**config.mk**
```make
export PLATFORM = sky130hd
export DESIGN_NAME = uart_rx_fifo
export DESIGN_NICKNAME = d
export VERILOG_FILES = /design/src/rtl/uart_pkg.sv /design/src/rtl/uart_fifo_ram.sv /design/src/rtl/uart_rx_fifo.sv
export SDC_FILE = /design/constraint.sdc
export NUM_CORES = 1
export LEC_CHECK = 0
export ABC_AREA = 1
export CELL_PAD_IN_SITES_DETAIL_PLACEMENT = 2
export CELL_PAD_IN_SITES_GLOBAL_PLACEMENT = 2
export CORE_MARGIN = 2
export CORE_UTILIZATION = 30
export CTS_BUF_LIST = sky130_fd_sc_hd__clkbuf_4 sky130_fd_sc_hd__clkbuf_8
export DETAILED_ROUTE_END_ITERATION = 7
export PLACE_DENSITY = 0.63
export SYNTH_ARGS = -nofsm -noshare
export SYNTH_HDL_FRONTEND = slang
export SYNTH_SLANG_ARGS = --single-unit
```
**constraint.sdc**
```tcl
create_clock -name clk -period 2 [get_ports clk]
set_input_delay 0.2 -clock clk [delete_from_list [all_inputs] [get_ports clk]]
set_output_delay 0.2 -clock clk [all_outputs]
set_load 0.02 [all_outputs]
```
**src/rtl/uart_pkg.sv**
```systemverilog
// Shared UART definitions: byte width, byte type and the RX-buffer status word.
package uart_pkg;

   localparam int UART_DATA_W = 8;

   typedef logic [UART_DATA_W-1:0] uart_byte_t;

   typedef struct packed {
      logic full;
      logic empty;
      logic overrun;
      logic irq_hwm;
   } uart_rx_status_t;

endpackage : uart_pkg

```
**src/rtl/uart_fifo_ram.sv**
```systemverilog
// DEPTH x byte storage array: synchronous write port, asynchronous read port.
module uart_fifo_ram
   import uart_pkg::*;
#(
   parameter int DEPTH  = 16,
   parameter int ADDR_W = $clog2(DEPTH)
) (
   input  logic                   clk,
   input  logic                   we,
   input  logic [ADDR_W-1:0]      waddr,
   input  logic [UART_DATA_W-1:0] wdata,
   input  logic [ADDR_W-1:0]      raddr,
   output logic [UART_DATA_W-1:0] rdata
);

   uart_byte_t mem_q [DEPTH];

   // Storage is intentionally not reset; stale bytes are never exposed as valid.
   always_ff @(posedge clk) begin
      if (we) begin
         mem_q[waddr] <= wdata;
      end
   end

   assign rdata = mem_q[raddr];

endmodule : uart_fifo_ram

```
**src/rtl/uart_rx_fifo.sv**
```systemverilog
// First-word-fall-through receive buffer with sticky overrun flag.
// Define UART_RX_FIFO_HWM_EN to enable the registered high-water-mark output irq_hwm.
module uart_rx_fifo
   import uart_pkg::*;
#(
   parameter int DEPTH  = 16,
   parameter int ADDR_W = $clog2(DEPTH),
   parameter int HWM    = 12
) (
   input  logic                   clk,
   input  logic                   reset,
   input  logic [UART_DATA_W-1:0] rx_data,
   input  logic                   rx_load,
   output logic [UART_DATA_W-1:0] rd_data,
   output logic                   rd_valid,
   input  logic                   rd_ready,
   output logic [ADDR_W:0]        count,
   output logic                   full,
   output logic                   empty,
   output logic                   overrun,
   input  logic                   ovr_clr,
   output logic                   irq_hwm
);

   localparam int CNT_W = ADDR_W + 1;
   localparam logic [CNT_W-1:0] DEPTH_C = CNT_W'(DEPTH);

   if (DEPTH < 2 || (DEPTH & (DEPTH - 1)) != 0 || ADDR_W != $clog2(DEPTH) ||
       HWM < 1 || HWM > DEPTH) begin : g_param_check
      $error("uart_rx_fifo: DEPTH must be a power of two >= 2 and HWM in 1..DEPTH");
   end

   logic [ADDR_W-1:0] wr_ptr_q, wr_ptr_d;
   logic [ADDR_W-1:0] rd_ptr_q, rd_ptr_d;
   logic [CNT_W-1:0]  count_q, count_d;
   logic              overrun_q, overrun_d;
   logic              push_s, pop_s, drop_s;
   logic              irq_hwm_s;
   uart_rx_status_t   status_s;

   always_comb begin
      pop_s     = (count_q != '0) && rd_ready;
      // A full buffer still accepts a byte when the same cycle frees a slot.
      push_s    = rx_load && ((count_q != DEPTH_C) || pop_s);
      drop_s    = rx_load && !push_s;
      wr_ptr_d  = push_s ? (wr_ptr_q + ADDR_W'(1)) : wr_ptr_q;
      rd_ptr_d  = pop_s  ? (rd_ptr_q + ADDR_W'(1)) : rd_ptr_q;
      count_d   = count_q;
      overrun_d = overrun_q;
      case ({push_s, pop_s})
         2'b10:   count_d = count_q + CNT_W'(1);
         2'b01:   count_d = count_q - CNT_W'(1);
         default: count_d = count_q;
      endcase
      if (drop_s) begin
         overrun_d = 1'b1;
      end else if (ovr_clr) begin
         overrun_d = 1'b0;
      end else begin
         overrun_d = overrun_q;
      end
   end

   always_ff @(posedge clk) begin
      if (reset) begin
         wr_ptr_q  <= '0;
         rd_ptr_q  <= '0;
         count_q   <= '0;
         overrun_q <= 1'b0;
      end else begin
         wr_ptr_q  <= wr_ptr_d;
         rd_ptr_q  <= rd_ptr_d;
         count_q   <= count_d;
         overrun_q <= overrun_d;
      end
   end

`ifdef UART_RX_FIFO_HWM_EN
   logic irq_hwm_q;

   // Compared against next-state count so the flag tracks occupancy without lag.
   always_ff @(posedge clk) begin
      if (reset) begin
         irq_hwm_q <= 1'b0;
      end else begin
         irq_hwm_q <= (count_d >= CNT_W'(HWM));
      end
   end

   assign irq_hwm_s = irq_hwm_q;
`else
   assign irq_hwm_s = 1'b0;
`endif

   uart_fifo_ram #(
      .DEPTH  (DEPTH),
      .ADDR_W (ADDR_W)
   ) u_ram (
      .clk   (clk),
      .we    (push_s && !reset),
      .waddr (wr_ptr_q),
      .wdata (rx_data),
      .raddr (rd_ptr_q),
      .rdata (rd_data)
   );

   assign status_s = '{full:    (count_q == DEPTH_C),
                       empty:   (count_q == '0),
                       overrun: overrun_q,
                       irq_hwm: irq_hwm_s};

   assign count    = count_q;
   assign full     = status_s.full;
   assign empty    = status_s.empty;
   assign overrun  = status_s.overrun;
   assign irq_hwm  = status_s.irq_hwm;
   assign rd_valid = !status_s.empty;

endmodule : uart_rx_fifo

```
Word level (Yosys, flattened, before mapping)
Memory sizes are Yosys's and may differ from the RTL's. A register that Yosys moved wholly into a read port is not among the register bits.
Cells that the tools add are included.
{"block": "word_totals", "register_bits": 14, "ram_bits": 128, "in_bits": 13, "output_inout_bits": 18, "n_memories": 1}
{"name": "u_ram.mem_q", "depth": 16, "word_bits": 8, "read_ports": 1, "rd_ports_with_merged_regs": 1, "wr": 1, "line_no": "uart_fifo_ram.sv:16", "text": "uart_byte_t mem_q [DEPTH];"}
{"block": "classes", "add_sub_neg": 4, "n_eq_ne": 4, "mux": 7, "n_reduce_logical": 12}
{"cell": "case mux 5 bit (2 select lines)", "count": 1}
{"cell": "adder 4 x 1 -> 4 bit (second input constant)", "count": 2}
{"cell": "2-to-1 mux 4 bit", "count": 2}
{"cell": "adder 5 x 1 -> 5 bit (second input constant)", "count": 1}
{"cell": "equality test 5 bit (second input constant)", "count": 1}
{"cell": "logical NOT 5 bit", "count": 1}
{"cell": "!= test 5 bit (second input constant)", "count": 1}
{"cell": "nonzero test 5 bit", "count": 1}
{"cell": "subtractor 5 x 1 -> 5 bit (second input constant)", "count": 1}
{"cell": "logical AND 1 bit", "count": 4}
{"cell": "2-to-1 mux 1 bit", "count": 4}
{"cell": "nonzero test 2 bit", "count": 2}
{"cell": "logical NOT 1 bit", "count": 3}
{"cell": "equality test 2 x 1 -> 1 bit (second input constant)", "count": 1}
{"cell": "equality test 2 bit (second input constant)", "count": 1}
{"cell": "logical OR 1 bit", "count": 1}

Depth between registers and ports, before layout
Gate-level depths: netlist of the first run.
{"block": "depth", "word_depth": 7, "ltp_mapped": 15, "mapped_depth_nobuf": 15}

By module
A second synthesis of the first run with hierarchy kept.
{"block": "hier_totals", "hier_cells": 650, "area_unflattened_um2": 6443.7}
{"mod": "uart_fifo_ram", "instances": 1, "cells_each": 543, "area_each_um2": 5606.6}
{"mod": "uart_rx_fifo", "instances": 1, "cells_each": 107, "area_each_um2": 837.1}

Worst setup path after synthesis of the first run
Ideal clock, no wire load.
{"block": "synth_path", "path_kind": "register to register", "start": "register count_q[0] (netlist: count[0])", "end": "register count_q[4] (netlist: count[4])", "t_arrival_ps": 2021, "required_ps": 1884, "path_slack_ps": -137, "path_stages_with_launch": 16, "n_path_buf": 0, "period_less_slack_ps": 2137, "cell_sequence": "dfxtp_1 > nor2_4 > nand3_4 > nand2_4 > inv_2 > nand2_4 > inv_1 > fa_1 > nand2_1 > nand2_1 > a21oi_1 > nand2_1 > nand2_1 > nand3_1 > nand2_1 > nor2_1"}
{"block": "synth_via", "elab_chain_len": 6}
{"element": "start: declaration", "line_no": "uart_rx_fifo.sv:35", "text": "logic [CNT_W-1:0] count_q, count_d;"}
{"element": "start signal: assignment", "line_no": "uart_rx_fifo.sv:73", "text": "count_q <= count_d;"}
{"element": "nonzero test 5 bit", "line_no": "uart_rx_fifo.sv:42", "text": "pop_s = (count_q != '0) && rd_ready;"}
{"element": "logical AND 1 bit", "line_no": "uart_rx_fifo.sv:42"}
{"element": "logical OR 1 bit", "line_no": "uart_rx_fifo.sv:44", "text": "push_s = rx_load && ((count_q != DEPTH_C) || pop_s);"}
{"element": "logical AND 1 bit", "line_no": "uart_rx_fifo.sv:44"}
{"element": "equality test 2 x 1 -> 1 bit / equality test 2 bit (equally long branches)", "line_no": "uart_rx_fifo.sv:50", "text": "case ({push_s, pop_s})"}
{"element": "case mux 5 bit (2 select lines) / nonzero test 2 bit (equally long branches)"}
Several ways; a longest one is shown, not always the timed one.
A chain may end at the register's enable or synchronous reset.

==> results of run 1 <==
==> stage by stage <==
stage	setup TNS (ps)	instance area (sq um)	setup slack, ps	std cells	hold WS [ps]
detailed placement	-7660	7100	-217	854	476
finish	-17.0	7770	-17.0	903	386
floorplan	0	6250	7.04	543	262
CTS	-722	7690	-105	898	356
global route	-1240	7770	-133	903	381
global placement	-1530	7100	-120	854	450
==> final timing paths <==
path,from,end,slack (ps)
worst min-delay path,ovr_clr,overrun$_SDFFE_PP0P_,390
worst max register to register,count[3]$_SDFFE_PP0P_,count[4]$_SDFFE_PP0P_,70
worst min register to register,overrun$_SDFFE_PP0P_,overrun$_SDFFE_PP0P_,480
worst max-delay path,flop,rd_data[3],-20
==> cells in the mapped netlist, drive strengths merged <==
master  count  area, sq um
o211ai     32          240
nand2      62          265
buf        18          111
conb        1         3.75
nand3      63          345
ha          8          100
a21oi      40          204
fa          1         20.0
xor2        3         26.3
edfxtp    128         3840
o21ai      41          216
nor2       34          145
inv        85          322
clkbuf      9         33.8
dfxtp      18          360
==> area by class of cell <==
cell class,instances,area share [%]
Multi-Input combinational cell,285,21.4
Clock buffer,19,3.20
Sequential cell,146,54.3
Inverter,85,4.25
Tap cell,270,4.35
Clock inverter,13,1.53
Timing Repair Buffer,85,11.0
==> worst max-delay path, stage by stage, from the launching register on <==
cell and delay (ps):
dfxtp_4 410, buf_12 150, buf_16 130, a21oi_2 140, o21ai_1 90, nand3_1 90, nand3_2 110, nand2_4 120
buf_6 120
==> kinds of logic (layout without fill, tap and decap cells) <==
family	Yosys count	in the layout	share of synthesized area, %
compound gates	113	113	10.6
xor+xnor	3	3	0.421
fa+ha+maj	9	9	1.93
buf+inv	112	202	7.48
flops	146	146	67.4
other cells	1	1	0.0601
simple gates	159	159	12.1
==> state kept, by name (all words and copies together) (netlist names), named ones only <==
register     count
u_ram.mem_q    128
rd_ptr_q         4
overrun          1
count            5
wr_ptr_q         4
==> per-layer routing <==
metal | up-vias | GRT usage, % | part of all wire (%)
met2 | 53 | 29.4 | 54
met4 | 0 | 5.24 | 1.3
met5 | - | 0 | 0
met3 | 16 | 3.62 | 2.2
met1 | 2218 | 19.6 | 43
li1 | 2025 | - | -
==> power by group <==
group / switching (mW) / internal (mW) / total [mW]
sequential: 0.130 / 3.43 / 3.56
clock: 1.10 / 1.11 / 2.21
combinational: 1.55 / 1.19 / 2.74
==> what timing repair did <==
item	4_1_cts	5_1_grt
setup buffers	9	7
resized for setup	69	30
setup endpoints to repair	12	11
cloned	3	1
pin swaps	14	18
==> results.ini, run 1 <==
[status]
status = complete, but fails checks
violations = setup timing

[run]
drv_cap = 0

[finish]
num_antenna_cells = 0
regArea_sq_um = 4220
nets = 642
postLayoutCoreUtil_pct = 38.3
multi_input_area_sq_um = 1660
areaGrowthSynthToFinish_pct = 24.7
mostFrequentLayoutCell = edfxtp_1
layout_common_cells = 128 x edfxtp_1, 79 x inv_1, 54 x nand3_1, 49 x nand2_1, 47 x buf_4
drive_gt1_share_pct = 22.9
fillCellCount = 2142

[place]
io_buffers = 29
hpwlAfterDp_um = 11300
gp_congestion = 0.764

[synth]
ys_seq_area_share_pct = 67.4
netlist_area_sq_um = 6240
avgSynthCellArea_sq_um = 11.5
syn-num-nets = 565
syn_inst = 543
yosys_warnings = 0
ys_ff_latch = 146
synthDistinctLibCells = 29

[hold_path]
hold_depth = 4
hold_path.class = input pin to flop

[route]
drc = 0
drt_iter0_markers = 201
wl_um = 17200
num_vias = 4312
drt_first_pass_iters = 4
via_per_inst = 4.78
final_antenna_net_count = 0
wl_per_cell_um = 19.0

[critical_path]
required_ps = 1800
crit_type = flop to output pin
crit_path_end_kind = output pin
crit_fanout = 9
startpoint_type = flop
worstPathArrival_ps = 1820
r2r_cells = 15

[global_routing]
grt-ovfl-total = 0
antenna_found_initial = 0
grt_pass1_wl_um = 27000
first_global_vias = 4911
grt_max_degree = 33
grt_use_total_pct = 16.4

[pwr]
leakagePower_nw = 2.90
total_power_mw = 8.51
power_density_nw_per_um2 = 1090
irDropWorstVdd_v = 0.000444

[clock_network]
clkSinkCount = 146
cts_root_buffer = clkbuf_8
cts.clk_slew.worst_paths_ps = 80
cts_buffers = 17
clock_latency_ps = 450
cts_buffer_depth = 2
cts_hold_buf = 0
ctsHtreeMaxLevel = 4
cts_tree = done

[die]
ios = 31
die_w_um = 148
die_y_um = 148
core_sq_um = 20300
row_count = 52
die_area_sq_um = 22000
start_util_pct = 30.7

[sta]
max_freq_mhz = 496
maxSlewHeadroom_pct = 47.0
finalHoldViolCount = 0
worstMarginPinSlew_ps = 792
min_period_ps = 2020
setup_viol = 1
grt_setup_unrepaired = yes
fin_ws_ps = -17.0
skew_ps = 12.2
post-route-period-util_pct = 101
finalMaxSlewViolations = 0

(Power assumes the default switching activity.)
==> run 2: changes to the inputs <==
GPL_TIMING_DRIVEN = 0   (was not set)
PLACE_DENSITY = 0.61   (was 0.63)
clock period = 2.2 ns   (was 2 ns; I/O delays follow)
==> run 2 against run 1 <==
Sequential cell count stayed put. The run still ends with setup timing left. Combinational power is 11% lower. Worst hold slack better by 29 ps. First-iteration DRC count is 5.0% higher. Critical path depth stayed put. Critical path type unchanged.
==> results.ini, run 2 (synthesis gave the netlist of run 1 again) <==
[route]
drt_first_pass_iters = 4  ; unchanged
drt_iter0_markers = 211  ; +5.0%
num_vias = 4256  ; -1.3%
via_per_inst = 4.82  ; +0.94%
wl_per_cell_um = 21.6  ; +14%
final_antenna_net_count = 0  ; unchanged
drc = 0  ; unchanged
wl_um = 19100  ; +11%

[critical_path]
crit_type = flop to output pin
startpoint_type = flop
crit_path_end_kind = output pin
crit_fanout = 6  ; -3
worstPathArrival_ps = 2020  ; +200 ps
reg2reg_from = count[3]$_SDFFE_PP0P_
r2r_end = u_ram.mem_q[4][0]$_DFFE_PP_
rrSetupSlack_ps = 130  ; +60 ps
required_ps = 1980  ; +180 ps
r2r_cells = 6  ; -9

[finish]
nets = 622  ; -3.1%
multi_input_area_sq_um = 1650  ; -0.90%
regMostFlops = u_ram.mem_q
mostFrequentLayoutCell = edfxtp_1
largest_reg_flops = 128  ; unchanged
instances_no_fill = 883  ; -2.2%
fillCellCount = 2160  ; +0.84%
num_antenna_cells = 0  ; unchanged
drive_gt1_share_pct = 19.6  ; -3.3 points
regArea_sq_um = 4220  ; -0.18%
areaGrowthSynthToFinish_pct = 20.9
layout_common_cells = 128 x edfxtp_1, 79 x inv_1, 54 x nand2_1, 54 x nand3_1, 37 x a21oi_1

[place]
place_inst = 842  ; -1.4%
io_buffers = 29  ; unchanged
dpl_worst_slack_ps = -348  ; -131 ps
gp_congestion = 0.821  ; +7.5%
hpwlAfterDp_um = 13200  ; +17%

[hold_path]
min_to = overrun$_SDFFE_PP0P_
hold_depth = 4  ; unchanged
hold_path.class = input pin to flop
min_from = ovr_clr

[global_routing]
grt_pass1_wl_um = 28100  ; +4.0%
first_global_vias = 4549  ; -7.4%
grt_max_degree = 17  ; -48%
grt-ovfl-total = 0  ; unchanged
antenna_found_initial = 0  ; unchanged
grt_use_total_pct = 17.8  ; +1.4 points

[die]
die_y_um = 148  ; unchanged
die_w_um = 148  ; unchanged
ios = 31  ; unchanged
core_sq_um = 20300  ; unchanged
row_count = 52  ; unchanged
start_util_pct = 30.7  ; unchanged
die_area_sq_um = 22000  ; unchanged

[run]
drv_cap = 0  ; unchanged

[status]
status = complete, but fails checks
violations = setup timing

[clock_network]
cts_buffer_depth = 2  ; unchanged
clkSinkCount = 146  ; unchanged
cts_root_buffer = clkbuf_8
clock_latency_ps = 450  ; about the same
cts_tree = done
cts_buffers = 17  ; unchanged
ctsHtreeMaxLevel = 4  ; unchanged
cts.clk_slew.worst_paths_ps = 90  ; about the same

[sta]
grt_setup_unrepaired = yes
min_period_ps = 2240
max_freq_mhz = 446
finalHoldViolCount = 0  ; unchanged
finalMaxSlewViolations = 0  ; unchanged
fin_ws_ps = -43.6  ; -26.7 ps
skew_ps = 10.5  ; -1.75 ps
setup_viol = 4  ; +3
worstMarginPinSlew_ps = 906  ; +114 ps
post-route-period-util_pct = 102
maxSlewHeadroom_pct = 39.4  ; -7.6 points

[pwr]
power_density_nw_per_um2 = 1030  ; -6.1%
total_power_mw = 7.75  ; -8.9%
irDropWorstVdd_v = 0.000430  ; -3.2%
leakagePower_nw = 2.77  ; -4.7%

run 2: what timing repair did:
item | 4_1_cts | 5_1_grt
setup buffers | 1 | 7
endpoints found under the setup margin | 57 | 41
gates resized for setup | 62 | 56
pin swaps | 15 | 32
hold buffers | 0 | 0
gates cloned | 1 | 2
run 2: worst max-delay path by stage:
stage,start,end,slack (ps),cells past startpoint
floorplan,count[0]$_SDFFE_PP0P_,count[4]$_SDFFE_PP0P_,60,15
global placement,rx_load,u_ram.mem_q[9][2]$_DFFE_PP_,-230,5
detailed placement,flop,rd_data[0],-350,7
CTS,flop,rd_data[4],-140,8
global route,flop,rd_data[6],-140,8
finish,flop,rd_data[4],-40,8
run 2: area by class of cell:
cell class,count,share of cell area (%)
Buffer,25,2.85
Inverter,85,4.31
Tap cell,270,4.48
Multi-Input combinational cell,285,21.8
Timing Repair Buffer,40,5.46
Clock inverter,15,2.06
Sequential cell,146,55.9
Clock buffer,17,3.10
run 2: metal layers:
layer,GRT usage [%],wire [um]
met5,0,0
met1,21.9,8270
met2,31.8,9990
met4,4.62,265
met3,3.93,539
run 2: report_power, final:
part           total (mW)  internal, mW  switching, mW  leakage, nW
sequential           3.20          3.11         0.0964         1.30
clock                2.12          1.02           1.10        0.197
combinational        2.43         0.942           1.48         1.27
total                7.75          5.07           2.68         2.77
run 2: per-stage QoR:
| step | TNS, ps | util, % | instance area (sq um) | hold slack (ps) |
|---|---|---|---|---|
| 2_1_floorplan | 0 | - | 6240 | 282 |
| 3_3_place_gp | -14470 | 33.8 | 6870 | 453 |
| 3_5_place_dp | -20820 | 33.8 | 6870 | 467 |
| 4_1_cts | -682 | 36.0 | 7310 | 384 |
| 5_1_grt | -835 | 37.2 | 7540 | 408 |
| 6_report | -124 | 37.2 | 7540 | 415 |
run 2: critical path, stage by stage (launching register included):
cell and delay, ps:
dfxtp_4 380, buf_8 140, buf_12 140, clkbuf_16 160, o211ai_1 290, nand3_1 130, nand3_1 110, nand2_2 80
buf_6 130
